File: src/rtl/dual_port_memory.sv
// ---------------------------------------------------------------------------
// dual_port_memory
//   Simple dual-port RAM: one write port, one read port, each with its own
//   clock and clock enable. The read is registered: read_data updates one
//   cycle after a read_enable and holds its value until the next read.
//
// Ports
//   write_clock         write-port clock
//   write_clock_enable  gates every write-port action
//   write_enable        store write_data at write_address
//   write_address       write location
//   write_data          word to store
//   read_clock          read-port clock
//   read_clock_enable   gates every read-port action
//   read_enable         load read_data from read_address
//   read_address        read location
//   read_data           registered read word; holds while no read occurs
// ---------------------------------------------------------------------------
module dual_port_memory #(
  parameter  int WIDTH      = 8,
  parameter  int DEPTH      = 512,
  localparam int ADDR_WIDTH = (DEPTH > 1) ? $clog2(DEPTH) : 1
) (
  input  logic                  write_clock,
  input  logic                  write_clock_enable,
  input  logic                  write_enable,
  input  logic [ADDR_WIDTH-1:0] write_address,
  input  logic [WIDTH-1:0]      write_data,
  input  logic                  read_clock,
  input  logic                  read_clock_enable,
  input  logic                  read_enable,
  input  logic [ADDR_WIDTH-1:0] read_address,
  output logic [WIDTH-1:0]      read_data
);

  // NOTE: the storage array has no reset; clearing it would forbid mapping
  // onto block RAM, and every entry is written before it is ever read.
  logic [WIDTH-1:0] memory [DEPTH];

  always_ff @(posedge write_clock) begin
    if (write_clock_enable && write_enable) begin
      memory[write_address] <= write_data;
    end
  end

  always_ff @(posedge read_clock) begin
    if (read_clock_enable && read_enable) begin
      read_data <= memory[read_address];
    end
  end

endmodule

File: src/rtl/sync_fifo.sv
// ---------------------------------------------------------------------------
// sync_fifo
//   Single-clock first-word-fall-through FIFO with valid/ready on both sides.
//   Words live in a dual_port_memory; the memory's registered read_data acts
//   as the output stage, so total capacity is DEPTH + 1 words.
//
// Ports
//   clock        sole clock, rising edge
//   reset        synchronous, active-high
//   flush        synchronous clear of all contents (same effect as reset)
//   in_valid     producer offers in_data
//   in_ready     FIFO accepts a word this cycle (registered state only)
//   in_data      write data
//   out_valid    out_data holds the oldest word
//   out_ready    consumer takes out_data this cycle
//   out_data     head word, straight from the memory read port
//   level        words held: mem_count + out_valid
//   almost_full  mem_count >= ALMOST_FULL_LEVEL
//   overflow     sticky: in_valid seen while in_ready was low
// ---------------------------------------------------------------------------
module sync_fifo #(
  parameter int WIDTH             = 8,
  parameter int DEPTH             = 512,
  parameter int ALMOST_FULL_LEVEL = DEPTH - 4
) (
  input  logic                          clock,
  input  logic                          reset,
  input  logic                          flush,
  input  logic                          in_valid,
  output logic                          in_ready,
  input  logic [WIDTH-1:0]              in_data,
  output logic                          out_valid,
  input  logic                          out_ready,
  output logic [WIDTH-1:0]              out_data,
  output logic [$clog2(DEPTH+2)-1:0]    level,
  output logic                          almost_full,
  output logic                          overflow
);

  localparam int PTR_WIDTH   = (DEPTH > 1) ? $clog2(DEPTH) : 1;
  localparam int COUNT_WIDTH = $clog2(DEPTH + 1);
  localparam int LEVEL_WIDTH = $clog2(DEPTH + 2);

  localparam logic [PTR_WIDTH-1:0]   LAST_ADDR  = PTR_WIDTH'(DEPTH - 1);
  localparam logic [COUNT_WIDTH-1:0] FULL_COUNT = COUNT_WIDTH'(DEPTH);

  logic [PTR_WIDTH-1:0]   write_pointer;
  logic [PTR_WIDTH-1:0]   read_pointer;
  logic [COUNT_WIDTH-1:0] mem_count;
  logic                   clear;
  logic                   push;
  logic                   pop;
  logic                   fetch;

  // Pointers wrap by explicit compare so DEPTH need not be a power of two.
  function automatic logic [PTR_WIDTH-1:0] advance(input logic [PTR_WIDTH-1:0] ptr);
    return (ptr == LAST_ADDR) ? '0 : ptr + PTR_WIDTH'(1);
  endfunction

  assign clear    = reset | flush;
  assign in_ready = (mem_count != FULL_COUNT);
  assign push     = in_valid & in_ready;
  assign pop      = out_valid & out_ready;
  // Refill the output stage whenever it is empty or being emptied this cycle.
  assign fetch    = (mem_count != '0) & (~out_valid | out_ready);

  assign level       = LEVEL_WIDTH'(mem_count) + LEVEL_WIDTH'(out_valid);
  assign almost_full = (int'(mem_count) >= ALMOST_FULL_LEVEL);

  // NOTE: state registers use non-blocking assignments so every flop samples
  // the pre-edge values of the others, independent of statement order.
  always_ff @(posedge clock) begin
    if (clear) begin
      write_pointer <= '0;
      read_pointer  <= '0;
      mem_count     <= '0;
      out_valid     <= 1'b0;
      overflow      <= 1'b0;
    end else begin
      if (push)  write_pointer <= advance(write_pointer);
      if (fetch) read_pointer  <= advance(read_pointer);

      case ({push, fetch})
        2'b10:   mem_count <= mem_count + COUNT_WIDTH'(1);
        2'b01:   mem_count <= mem_count - COUNT_WIDTH'(1);
        default: mem_count <= mem_count;
      endcase

      if (fetch)    out_valid <= 1'b1;
      else if (pop) out_valid <= 1'b0;

      if (in_valid && !in_ready) overflow <= 1'b1;
    end
  end

  // Memory accesses are suppressed on a clearing cycle so a discarded push
  // or pop leaves no trace.
  dual_port_memory #(
    .WIDTH (WIDTH),
    .DEPTH (DEPTH)
  ) u_memory (
    .write_clock        (clock),
    .write_clock_enable (1'b1),
    .write_enable       (push & ~clear),
    .write_address      (write_pointer),
    .write_data         (in_data),
    .read_clock         (clock),
    .read_clock_enable  (1'b1),
    .read_enable        (fetch & ~clear),
    .read_address       (read_pointer),
    .read_data          (out_data)
  );

endmodule

File: config.mk
export PLATFORM = sky130hd
export DESIGN_NAME = sync_fifo
export DESIGN_NICKNAME = d
export VERILOG_FILES = /design/src/rtl/dual_port_memory.sv /design/src/rtl/sync_fifo.sv
export SDC_FILE = /design/constraint.sdc
export NUM_CORES = 2
export LEC_CHECK = 0
export ABC_AREA = 1
export CORE_AREA = 3 3 754 756
export DETAILED_ROUTE_END_ITERATION = 8
export DIE_AREA = 0 0 757 759
export SYNTH_ARGS = -nofsm -noshare
export SYNTH_HDL_FRONTEND = slang
export SYNTH_HIERARCHICAL = 1
export SYNTH_SLANG_ARGS = --single-unit
File: constraint.sdc
create_clock -name clock -period 2.4 [get_ports clock]
set_input_delay 0.24 -clock clock [delete_from_list [all_inputs] [get_ports clock]]
set_output_delay 0.24 -clock clock [all_outputs]
set_load 0.02 [all_outputs]
==> results summary <==
The worst path arrival time is 3.57 ns. The fraction of layout cells with a size suffix above 1 is 0.1775. The maximum number of buffers from clock root to sink came out at 4. The number of endpoints with negative hold slack in the final report is 0.

The total routed wirelength is just over 500000 um. The top cell type by total area after synthesis is sky130_fd_sc_hd__edfxtp_1. Leaving out filler cells and counting taps, the final layout contains 23160. The nature of the critical path startpoint is a flop. The post-route fraction of the period consumed by the critical path is 1.143. The maximum number of pins on one net before global-route repair came out at 116.

After the first detailed-routing iteration, the DRC count stood at about 15000. The net count of the finished layout is around 15000. The tool flagged a number of max-cap violations equal to 0.

In this run the worst hold path is classified as input port to flop. The worst setup path is captured at a flop. The final setup violation count is around 1400. The first-pass GRT wire length is 752500 um. The post-synthesis average cell area came out at about 12 um^2. The initial utilization of the core area, before any placement, comes to 0.3003. The clock latency reported for the late side of the worst-skew pair came out at 1.00 ns. The most used flip-flop cell after synthesis is sky130_fd_sc_hd__edfxtp_1.

The number of rows created at floorplan came out at roughly 280. The number of antenna violations at the first check in global routing is 23. The area of the core is 561500 um^2. By count the netlist is led by 4244 x sky130_fd_sc_hd__nand2_1, 4112 x sky130_fd_sc_hd__nand3_1, 4104 x sky130_fd_sc_hd__edfxtp_1. The count of buffers added on input and output ports is 34. In this run the cell area measured after placement is between 150000 and 200000 um^2.

The pin slew with the least headroom to its limit came out at 1.168 ns. The number of placed instances, taps included, is about 22000. The clock period minus worst slack is 2.742 ns. The number of standard cells after synthesis came out at about 14000. The area added between synthesis and finish came out at 23.90%. The total power density per cell area is ~860 nW/um^2.

Setup repair after global routing could not meet its margin everywhere. The final worst setup slack is -0.3423 ns. The run finished, with violations left. The checks that failed: setup timing. The clock transition at the registers of the reported paths is 0.07 ns. The total iterations of the first detailed-routing run came out at 6.

Yosys instantiated no cell more often than sky130_fd_sc_hd__nand2_1. With fillers left out, the area of the finished cells amounts to about 210000 um^2. The share of async-settable or async-resettable flops after synthesis is 0. The number of remaining DRC errors came out at 0. Dividing the detail-routed wire length by the instance count gives 22.40 um. The worst relative slew slack came out at 0.2201.

Counting every sink on the clock net gives between 4000 and 5000. The netlist area before placement is approximately 170000 um^2. The worst endpoint required time came out at about 3.2 ns. Ranked by total cell area, the synthesized netlist is headed by sky130_fd_sc_hd__edfxtp_1 73%, sky130_fd_sc_hd__nand3_1 12%, sky130_fd_sc_hd__nand2_1 9.4%.

For this design the static power due to leakage is between 70 and 80 nW. The ratio of routed vias to standard cells is 5.078. The maximum level of the CTS H-tree is 5. The final number of max-transition violations came to 0. The number of synthesized register bits is 4134. The remaining number of nets flagged by the antenna check after routing came out at 0. The cell sitting at the root of the clock tree is a sky130_fd_sc_hd__clkbuf_16. The worst setup path is of the flop to flop kind. The top fanout value on the critical path is 34. Clock tree synthesis inserted a total of between 400 and 500 buffers. The share of the yosys chip area belonging to registers is 0.7345. The via count of the first global-routing pass came to roughly 110k. TritonCTS built the clock tree. Detailed placement ended at an HPWL of roughly 310000 um. The area of the die came out at roughly 570000 um^2. The global-route usage over all layers came out at 0.1717.

The synthesized design contains between 4000 and 5000 enable-type register cells. The largest vdd supply drop came out at 650.2 uV. For this run, the number of Yosys warnings is 6. The highest clock rate is between 0.3 and 0.4 GHz. 35 I/O pins were placed. The final hold slack came out at 0.2004 ns. The total congestion overflow came out at 0.

The die is ~760 um tall. The area share of the largest cell type after synthesis is 0.7309. The number of unique standard cell types used by synthesis is 35.

The post-route clock skew is approximately 0.083 ns. The congestion estimate from routability-driven global placement came to around 0.9. The die width is between 700 and 800 um.

The count of vias placed by the detailed router is ~120k.
## layout make-up
| class | count | area, um^2 |
|---|---|---|
| diodes | 6 | 15.01 |
| clock buffers | 475 | 10460 |
| clock inverters | 263 | 2846 |
| fillers | 53400 | 352600 |
| inverters | 72 | 345.3 |
| multi-input cells | 9026 | 42670 |
| flip-flops and latches | 4134 | 123900 |
| well taps | 7479 | 9358 |
| repair buffers | 1700 | 19280 |
| repair inverters | 4 | 61.31 |
## path summary, 6_finish.rpt
path | cells past startpoint | from | slack, ns | end
setup / recovery | 15 | read_pointer[0]$_SDFFE_PP0P_ | -0.34 | u_memory/read_data[3]$_DFFE_PP_
hold / removal | 5 | flush | 0.20 | write_pointer[8]$_SDFFE_PP0P_
setup reg to reg | 15 | read_pointer[0]$_SDFFE_PP0P_ | -0.34 | u_memory/read_data[3]$_DFFE_PP_
hold reg to reg | 2 | overflow$_SDFFE_PP0P_ | 0.46 | overflow$_SDFFE_PP0P_
## critical path, cell delays in order (launching register included)
cell                      delay, ns
sky130_fd_sc_hd__dfxtp_4       0.37
sky130_fd_sc_hd__buf_12        0.16
sky130_fd_sc_hd__buf_16        0.21
sky130_fd_sc_hd__buf_12        0.22
sky130_fd_sc_hd__buf_8         0.26
sky130_fd_sc_hd__nand2_1       0.07
sky130_fd_sc_hd__nand3_1       0.10
sky130_fd_sc_hd__nand3_1       0.14
sky130_fd_sc_hd__nand3_1       0.18
sky130_fd_sc_hd__nand3_2       0.12
sky130_fd_sc_hd__nand3_2       0.11
sky130_fd_sc_hd__nand3_4       0.15
sky130_fd_sc_hd__buf_4         0.20
sky130_fd_sc_hd__nand3_1       0.07
sky130_fd_sc_hd__nand3_1       0.07
sky130_fd_sc_hd__nand2_1       0.09
## flip-flops by register name (all words and copies together), names as in the netlist
signal / count
u_memory/read_data: 8
write_pointer: 9
overflow: 1
out_valid: 1
u_memory/memory: 4096
mem_count: 10
read_pointer: 9
## power by group
| part | internal (W) | leakage (nW) | total, W | switching [W] |
|---|---|---|---|---|
| Combinational | 0.0131 | 29.9 | 0.0365 | 0.0234 |
| Clock | 0.0363 | 6.50 | 0.0644 | 0.0281 |
| Sequential | 0.0794 | 37.1 | 0.0796 | 0.000188 |
| Total | 0.129 | 73.5 | 0.181 | 0.0517 |
## cells by family (layout without fill, tap and decap cells)
kind of cell	count (synthesis)	in the layout	share of synthesized area
adder cells (fa/ha/maj)	16	16	0.001232
other	1	8	0.00002224
flip-flops	4134	4134	0.7345
XOR/XNOR	10	10	0.0005194
AO/OA/AOI/OAI	50	50	0.001588
AND/OR/NAND/NOR	8948	8948	0.2302
buffers and inverters	1061	2514	0.03197
## what timing repair did
action | CTS | global route
setup buffers | 50 | 17
gates cloned | 42 | 15
endpoints found under the hold margin | 1899 | 0
hold buffers | 10 | 0
gates resized for setup | 688 | 428
pin swaps | 67 | 103
setup endpoints to repair | 2455 | 3765
## per-layer routing
layer / track usage / vias to the layer above / part of all wire
met5: 0 / - / 0.000066
met4: 0.05015 / 4 / 0.031
met3: 0.02914 / 874 / 0.096
met2: 0.2676 / 5541 / 0.46
met1: 0.2456 / 58270 / 0.42
li1: - / 52920 / -
## stage by stage
step	TNS (ns)	utilization	setup WS [ns]	total power (W)
after floorplan	-172.16	-	-0.09898	0.1003
after detailed placement	-1277.08	0.3356	-0.8285	0.1131
after CTS	-44.08	0.3678	-0.2491	0.1802
after global routing	-309.41	0.3720	-0.3770	0.1873
after global placement	-1113.83	0.3356	-0.7999	0.1129
final	-47.18	0.3720	-0.3423	0.1805
## cell usage in the layout (no fill, tap or decap), types with 46 or more instances in the layout
master                      instances
sky130_fd_sc_hd__clkbuf_16        423
sky130_fd_sc_hd__nand3_4           62
sky130_fd_sc_hd__nand3_1         3831
sky130_fd_sc_hd__buf_16            65
sky130_fd_sc_hd__nor2_4           116
sky130_fd_sc_hd__nand3_2          220
sky130_fd_sc_hd__inv_1             62
sky130_fd_sc_hd__clkinv_1          87
sky130_fd_sc_hd__buf_12           264
sky130_fd_sc_hd__bufinv_16         46
sky130_fd_sc_hd__nand2_1         4212
sky130_fd_sc_hd__clkbuf_1          67
sky130_fd_sc_hd__edfxtp_1        4104
sky130_fd_sc_hd__buf_6            175
sky130_fd_sc_hd__clkinv_2          91
sky130_fd_sc_hd__nor2_1           418
sky130_fd_sc_hd__buf_4           1084
Note: power is estimated with default switching activity, not from simulation.
